==> src/rtl/uart_fpga_pkg.sv <==
// Shared types and packet layout for the FPGA-side UART receiver.
package uart_fpga_pkg;

   typedef enum logic [2:0] {IDLE, START, DATA, STOP, WAIT_HIGH} rx_state_t;

   // Field positions inside the 64-bit packet from the chip transmitter.
   localparam int unsigned PKT_TYPE_LSB   = 0;
   localparam int unsigned PKT_TYPE_MSB   = 1;
   localparam int unsigned CHIP_ID_LSB    = 2;
   localparam int unsigned CHIP_ID_MSB    = 9;
   localparam int unsigned CHANNEL_ID_LSB = 10;
   localparam int unsigned CHANNEL_ID_MSB = 15;
   localparam int unsigned TIMESTAMP_LSB  = 16;
   localparam int unsigned TIMESTAMP_MSB  = 43;
   localparam int unsigned ADC_DATA_LSB   = 46;
   localparam int unsigned ADC_DATA_MSB   = 55;
   localparam int unsigned PARITY_BIT     = 63;

   localparam logic [31:0] CFG_MAGIC = 32'h8950_4E47;

endpackage

==> src/rtl/sync_2ff.sv <==
// Two-flop synchronizer for a single asynchronous input bit.
module sync_2ff #(
   parameter logic RESET_VAL = 1'b0
) (
   input  logic clk,
   input  logic reset_n,
   input  logic d,
   output logic q
);

   logic meta_q;

   always_ff @(posedge clk or negedge reset_n) begin
      if (!reset_n) begin
         meta_q <= RESET_VAL;
         q      <= RESET_VAL;
      end else begin
         meta_q <= d;
         q      <= meta_q;
      end
   end

endmodule

==> src/rtl/uart_rx_fpga.sv <==
// Oversampling UART receiver: start, WIDTH data bits LSB-first, stop; odd parity check and
// valid/ack handshake towards readout logic.
module uart_rx_fpga
   import uart_fpga_pkg::*;
#(
   parameter int unsigned WIDTH      = 64,
   parameter int unsigned OVERSAMPLE = 8
) (
   input  logic             clk,
   input  logic             reset_n,
   input  logic             rx_in,
   output logic [WIDTH-1:0] rx_data,
   output logic             rx_valid,
   input  logic             rx_ack,
   output logic             rx_parity_err,
   output logic             rx_frame_err,
   output logic             rx_overrun,
   output logic             rx_busy
);

   localparam int unsigned CW = $clog2(OVERSAMPLE);
   localparam int unsigned BW = $clog2(WIDTH + 1);
   localparam logic [CW-1:0] HALF_M1  = CW'(OVERSAMPLE / 2 - 1);
   localparam logic [CW-1:0] FULL_M1  = CW'(OVERSAMPLE - 1);
   localparam logic [BW-1:0] LAST_BIT = BW'(WIDTH - 1);

   logic rx_s;

   sync_2ff #(
      .RESET_VAL(1'b1)
   ) u_sync (
      .clk    (clk),
      .reset_n(reset_n),
      .d      (rx_in),
      .q      (rx_s)
   );

   rx_state_t        state_q, state_d;
   logic [CW-1:0]    cnt_q, cnt_d;
   logic [BW-1:0]    bitcnt_q, bitcnt_d;
   logic [WIDTH-1:0] shift_q, shift_d;
   logic [WIDTH-1:0] data_q, data_d;
   logic             valid_q, valid_d;
   logic             perr_q, perr_d;
   logic             ferr_q, ferr_d;
   logic             ovr_q, ovr_d;
   logic             load;

   always_comb begin
      state_d  = state_q;
      cnt_d    = cnt_q;
      bitcnt_d = bitcnt_q;
      shift_d  = shift_q;
      ferr_d   = 1'b0;
      load     = 1'b0;

      unique case (state_q)
         IDLE: begin
            if (!rx_s) begin
               state_d = START;
               cnt_d   = '0;
            end
         end
         START: begin
            if (cnt_q == HALF_M1) begin
               cnt_d    = '0;
               bitcnt_d = '0;
               state_d  = rx_s ? IDLE : DATA;
            end else begin
               cnt_d = cnt_q + 1'b1;
            end
         end
         DATA: begin
            if (cnt_q == FULL_M1) begin
               // Right shift: after WIDTH samples the first bit received sits at bit 0.
               shift_d  = {rx_s, shift_q[WIDTH-1:1]};
               cnt_d    = '0;
               bitcnt_d = bitcnt_q + 1'b1;
               if (bitcnt_q == LAST_BIT) state_d = STOP;
            end else begin
               cnt_d = cnt_q + 1'b1;
            end
         end
         STOP: begin
            if (cnt_q == FULL_M1) begin
               cnt_d = '0;
               if (rx_s) begin
                  load    = 1'b1;
                  state_d = IDLE;
               end else begin
                  ferr_d  = 1'b1;
                  state_d = WAIT_HIGH;
               end
            end else begin
               cnt_d = cnt_q + 1'b1;
            end
         end
         WAIT_HIGH: begin
            if (rx_s) state_d = IDLE;
         end
         default: state_d = IDLE;
      endcase
   end

   // Handshake: an ack in the load cycle consumes the old word, so no overrun.
   always_comb begin
      data_d  = data_q;
      valid_d = valid_q;
      perr_d  = perr_q;
      ovr_d   = 1'b0;
      if (load) begin
         data_d  = shift_q;
         valid_d = 1'b1;
         perr_d  = ~(^shift_q);
         ovr_d   = valid_q & ~rx_ack;
      end else if (valid_q && rx_ack) begin
         valid_d = 1'b0;
         perr_d  = 1'b0;
      end
   end

   always_ff @(posedge clk or negedge reset_n) begin
      if (!reset_n) begin
         state_q  <= IDLE;
         cnt_q    <= '0;
         bitcnt_q <= '0;
         shift_q  <= '0;
         data_q   <= '0;
         valid_q  <= 1'b0;
         perr_q   <= 1'b0;
         ferr_q   <= 1'b0;
         ovr_q    <= 1'b0;
      end else begin
         state_q  <= state_d;
         cnt_q    <= cnt_d;
         bitcnt_q <= bitcnt_d;
         shift_q  <= shift_d;
         data_q   <= data_d;
         valid_q  <= valid_d;
         perr_q   <= perr_d;
         ferr_q   <= ferr_d;
         ovr_q    <= ovr_d;
      end
   end

   assign rx_data       = data_q;
   assign rx_valid      = valid_q;
   assign rx_parity_err = perr_q;
   assign rx_frame_err  = ferr_q;
   assign rx_overrun    = ovr_q;
   assign rx_busy       = (state_q != IDLE);

endmodule

==> config.mk <==
export PLATFORM = sky130hd
export DESIGN_NAME = uart_rx_fpga
export DESIGN_NICKNAME = d
export VERILOG_FILES = /design/src/rtl/uart_fpga_pkg.sv /design/src/rtl/sync_2ff.sv /design/src/rtl/uart_rx_fpga.sv
export SDC_FILE = /design/constraint.sdc
export NUM_CORES = 1
export LEC_CHECK = 0
export BUFFER_PORTS_ARGS = -buffer_cell sky130_fd_sc_hd__buf_2
export CAP_MARGIN = 0
export CORE_UTILIZATION = 50
export DETAILED_ROUTE_END_ITERATION = 10
export PLACE_DENSITY_LB_ADDON = 0.1
export SLEW_MARGIN = 30
export SYNTH_ARGS = -nofsm -noshare
export SYNTH_HDL_FRONTEND = slang
export SYNTH_SLANG_ARGS = --single-unit
==> constraint.sdc <==
create_clock -name clk -period 2.7 [get_ports clk]
set_input_delay 0.675 -clock clk [delete_from_list [all_inputs] [get_ports clk]]
set_output_delay 0.675 -clock clk [all_outputs]
set_load 0.03 [all_outputs]
Word level (Yosys, flattened, before mapping). Index checks and enable logic that the tools add are counted.

Register bits: 147. Bits in latches: 0. Memory bits (writable): 0. Bits in read-only memories: 0. Bits of input ports: 4. Output and inout bits: 69. Logic and storage cells: 67. Memories kept: 0.

Add/sub/neg operators: 2. $mul: 0. Div/mod/pow operators: 0. Order comparisons: 0. Eq/ne operators: 13. Shift operators: 0. Mux-type cells: 26. Bitwise operators: 3. Reductions and logical operators: 12.

Operator list (count): parity 64 bit (1); two-way mux 3 bit (10); one-hot mux 3 bit (5 select lines) (1); two-way mux 7 bit (2); one-hot mux 7 bit (2 select lines) (1); two-way mux 1 bit (10); != test 2 bit (second input constant) (5); == test 3 x 2 -> 1 bit (second input constant) (3); one-hot mux 3 bit (3 select lines) (1); adder 7 x 1 -> 7 bit (second input constant) (1); == test 7 x 6 -> 1 bit (second input constant) (1); == test 3 bit (second input constant) (2); AND reduction 6 bit (1); nonzero test 3 bit (2); AND reduction 2 bit (2); nonzero test 2 bit (2); adder 3 x 1 -> 3 bit (second input constant) (1); == test 3 x 1 -> 1 bit (second input constant) (1); zero test 3 bit (1); AND reduction 3 bit (1); two-way mux 2 bit (1); != test 2 x 1 -> 1 bit (second input constant) (1); NOT 1 bit (2); OR reduction 2 bit (1); 2 further kinds (2).

Logic depth before layout (Yosys ltp).
Depth after elaboration: 4. Gate-level depth with buffers: 9. Depth with buffers taken out: 7.

Cells and area by module. From an unflattened synthesis, not the netlist that was laid out.

Cells, all modules: 428. Area, all modules: 6211.0 sq um.

Modules (own cells, without submodules): uart_rx_fpga (times used 1, cells each 426, area an instance 6158.4 sq um, seq. area each 3628.5 sq um); sync_2ff (times used 1, cells each 2, area an instance 52.6 sq um, seq. area each 52.6 sq um).

Worst setup path before layout. No wires, ideal clock.

Path kind: register to register. From: reg cnt_q[0]. To: reg data_q[47] (netlist: rx_data[47]). Setup time: 125 ps. Arrival time: 1802 ps. Data required time: 2575 ps. Path slack: 774 ps. Cell stages (with the launch flop): 9. Buffers on the path: 3. Clock period less this slack: 1926 ps. Cell sequence: dfrtp_1 ha_1 ha_1 nand2_1 or3_1 clkbuf_1 buf_6 buf_6 mux2_2.

Longest elaborated chain between the ends: 3.

Ends and longest elaborated chain: from (decl) (RTL line uart_rx_fpga.sv:39) `logic [CW-1:0] cnt_q, cnt_d;`; from (signal assigned) (RTL line uart_rx_fpga.sv:135) `cnt_q <= cnt_d;`; == test 3 bit (RTL line uart_rx_fpga.sv:85) `if (cnt_q == FULL_M1) begin`; two-way mux 1 bit (RTL line uart_rx_fpga.sv:85); two-way mux 1 bit (RTL line uart_rx_fpga.sv:57) `unique case (state_q)`; to (signal assigned) (RTL line uart_rx_fpga.sv:138) `data_q <= data_d;`; to (decl) (RTL line uart_rx_fpga.sv:42) `logic [WIDTH-1:0] data_q, data_d;`.

No other way between the ends. A chain may end at the register's enable or synchronous reset.

Worst setup path in the final report.
From: reg cnt_q[0]. To: reg data_q[15] (netlist: rx_data[15]).

Same word-level chain as after synthesis.

==> impl_metrics.toml <==
[worst_setup_path]
cp-start-kind = "flip-flop"
end_kind = "flip-flop"
critPathKind = "reg2reg"
worstPathArrival_ns = 2.51
cp.required_ns = 2.99
worst-path-max-fanout = 49
r2r_cells = 6

[sta]
finalHoldViolations = 0
tightest_slew_ns = 0.623
maxSlewHeadroom = 0.581
fin_ws_ns = 0.477
setup_viol = 0
post-route-period-util = 0.823
fin_hold_ws_ns = 0.254
min_period_ns = 2.22
rsz0062_at_grt = "no"
slew_viol_final = 0
clock_skew_ns = 0.00592
finalSetupTns_ns = 0
fmax_mhz = 450

[floorplan]
num_rows = 40
dieArea_mm2 = 0.0130
die_w_um = 114
initial_core_util = 0.517
io_pins = 73
die_h_um = 114
coreArea_mm2 = 0.0121

[outcome]
status = "finished, final reports clean"

[power_and_ir_drop]
power_uw = 5330
ir_drop_mv = 0.408
pwr_density_cell_mw_per_mm2 = 716
p_leak_uw = 0.00389

[finish]
num_antenna_cells = 0
area_delta_synth_final_pct = 19.1
layout-drive-gt1-share = 0.458
nets = 527

[clock_tree]
cts_resized = 0
clk_latency_ns = 0.41
cts_tree = "built"
clkTransAtPathRegs_ns = 0.06
post_cts_buffers = 0
clock_sinks = 147
hold_buffers = 0
clk_path_buf_depth = 2
clockRootBuffer = "clkbuf_16"
htreeDepth = 4
numCtsBuffers = 17

[place]
gp_congestion = 0.752
port_buffers = 72
dp_slack_ns = 0.484
dp.final_hpwl_um = 6690

[synthesis]
synth.distinct_cells = 32
synth_seq_cells = 147
synthCells = 438
synth_nets = 448
syn_avg_cell_area_um2 = 14.3
ys_seq_area_frac = 0.588
synth_edf_count = 0
yosys_warnings = 0
synth-main-ff-cell = "dfrtp_1"
synth-async-reset-ratio = 1.00
syn_area_mm2 = 0.00626

[drt]
dr.pass1.iters = 6
wirelength_um = 10300
vias = 3503
wl_per_cell_um = 14.7
viasPerCell = 5.02
antenna_left = 0
drt_first_iter_violations = 134
route.detailed.drc = 0

[global_routing]
track_usage = 0.175
grt_max_degree = 66
antenna_found_initial = 0
grt_pass1_vias = 3454
grt_overflow = 0
grt_first_pass_wirelength_um = 17300

[hold_path]
hold_path_class = "in2async"

[flow_run]
drv_cap = 0
cell usage after synthesis, drive strengths merged, types with 3 or more instances:
library cell | number | area [um2]
dfrtp | 145 | 3630
mux2 | 128 | 1440
xnor2 | 56 | 490
nand2 | 18 | 67.6
buf | 16 | 98.8
o21ai | 13 | 65.1
nor2 | 8 | 30.0
xor2 | 7 | 61.3
ha | 6 | 75.1
inv | 5 | 18.8
and3 | 4 | 25.0
nand3 | 4 | 20.0
a21oi | 3 | 15.0
a22o | 3 | 26.3
nand2b | 3 | 18.8
per-layer routing:
layer  GRT usage  routed length [um]
met4      0.0753                 150
met3      0.0484                 411
met1       0.252                5180
met2       0.249                4540
met5           0                   0
logic make-up after synthesis:
family | count (synthesis) | share of synthesized area
compound gates | 26 | 0.0262
xor+xnor | 63 | 0.0882
fa+ha+maj | 6 | 0.0120
buf+inv | 23 | 0.0200
flops | 147 | 0.588
mux | 130 | 0.234
simple gates | 43 | 0.0318
power breakdown:
group	switching (uW)	internal, uW	leakage [uW]
registers	73.7	2270	0.00204
clock network	855	1700	0.000326
logic	257	179	0.00152
total	1190	4150	0.00389
critical path, stage by stage, from the launching register on:
cell,delay (ns)
dfrtp_1,0.36
ha_1,0.23
ha_1,0.23
nand2_1,0.09
or3_2,0.48
buf_4,0.34
mux2_2,0.36
cell type report:
cell class              instances  area (um2)
fillers                       984        4660
well taps                     168         210
repair buffers                 78         437
clock inverters                11         180
clock buffers                  21         470
multi-input cells             268        2450
inverters                       5        18.8
flip-flops and latches        147        3680
metrics by stage:
stage                     cell area [um2]  std cells  utilization
after floorplan                      6260        438            -
after global placement               6800        666        0.561
after detailed placement             6800        666        0.561
after CTS                            7450        698        0.615
after global routing                 7450        698        0.615
final                                7450        698        0.615
registers in the layout (all words and copies together) (netlist names):
signal         flops
rx_overrun         1
cnt_q              3
bitcnt_q           7
shift_q           64
u_sync.meta_q      1
u_sync.q           1
rx_frame_err       1
rx_data           64
state_q            3
rx_parity_err      1
rx_valid           1
worst paths after layout:
check,startpoint,end,slack (ns)
worst min-delay path,reset_n,rx_data[6],0.25
worst max-delay path,cnt_q[0],rx_data[15],0.48
min in group clk,u_sync.meta_q,u_sync.q,0.35
worst max register to register,cnt_q[0],rx_data[15],0.48
max in group asynchronous,reset_n,u_sync.q,1.67
worst min register to register,u_sync.meta_q,u_sync.q,0.35
placed cells by master (no fill, tap or decap):
cell	netlist	layout
clkinv_2	0	6
and3_1	4	3
mux2i_1	2	2
buf_6	3	1
a22o_1	3	3
a2bb2oi_1	1	1
nor2_1	8	8
nor3_1	1	1
a21oi_1	3	3
inv_1	4	4
o22ai_1	1	1
inv_2	1	1
nor4_1	1	1
buf_2	13	71
xor2_1	7	7
a221o_1	2	2
and3_2	0	1
a21o_1	2	2
clkbuf_8	0	3
nand3b_1	1	1
or3_2	0	1
ha_1	6	6
or2_2	1	1
bufinv_16	0	5
dfrtp_1	145	145
nor2b_1	1	1
o31ai_1	1	1
dfstp_2	2	2
xnor2_1	56	56
o21ai_0	12	12
buf_4	0	4
buf_12	0	2
nand2b_1	3	3
mux2_2	128	128
clkbuf_1	2	1
nand3_1	4	4
o21ai_1	1	1
nand2_1	18	18
clkbuf_16	0	17
(Power assumes the default switching activity.)
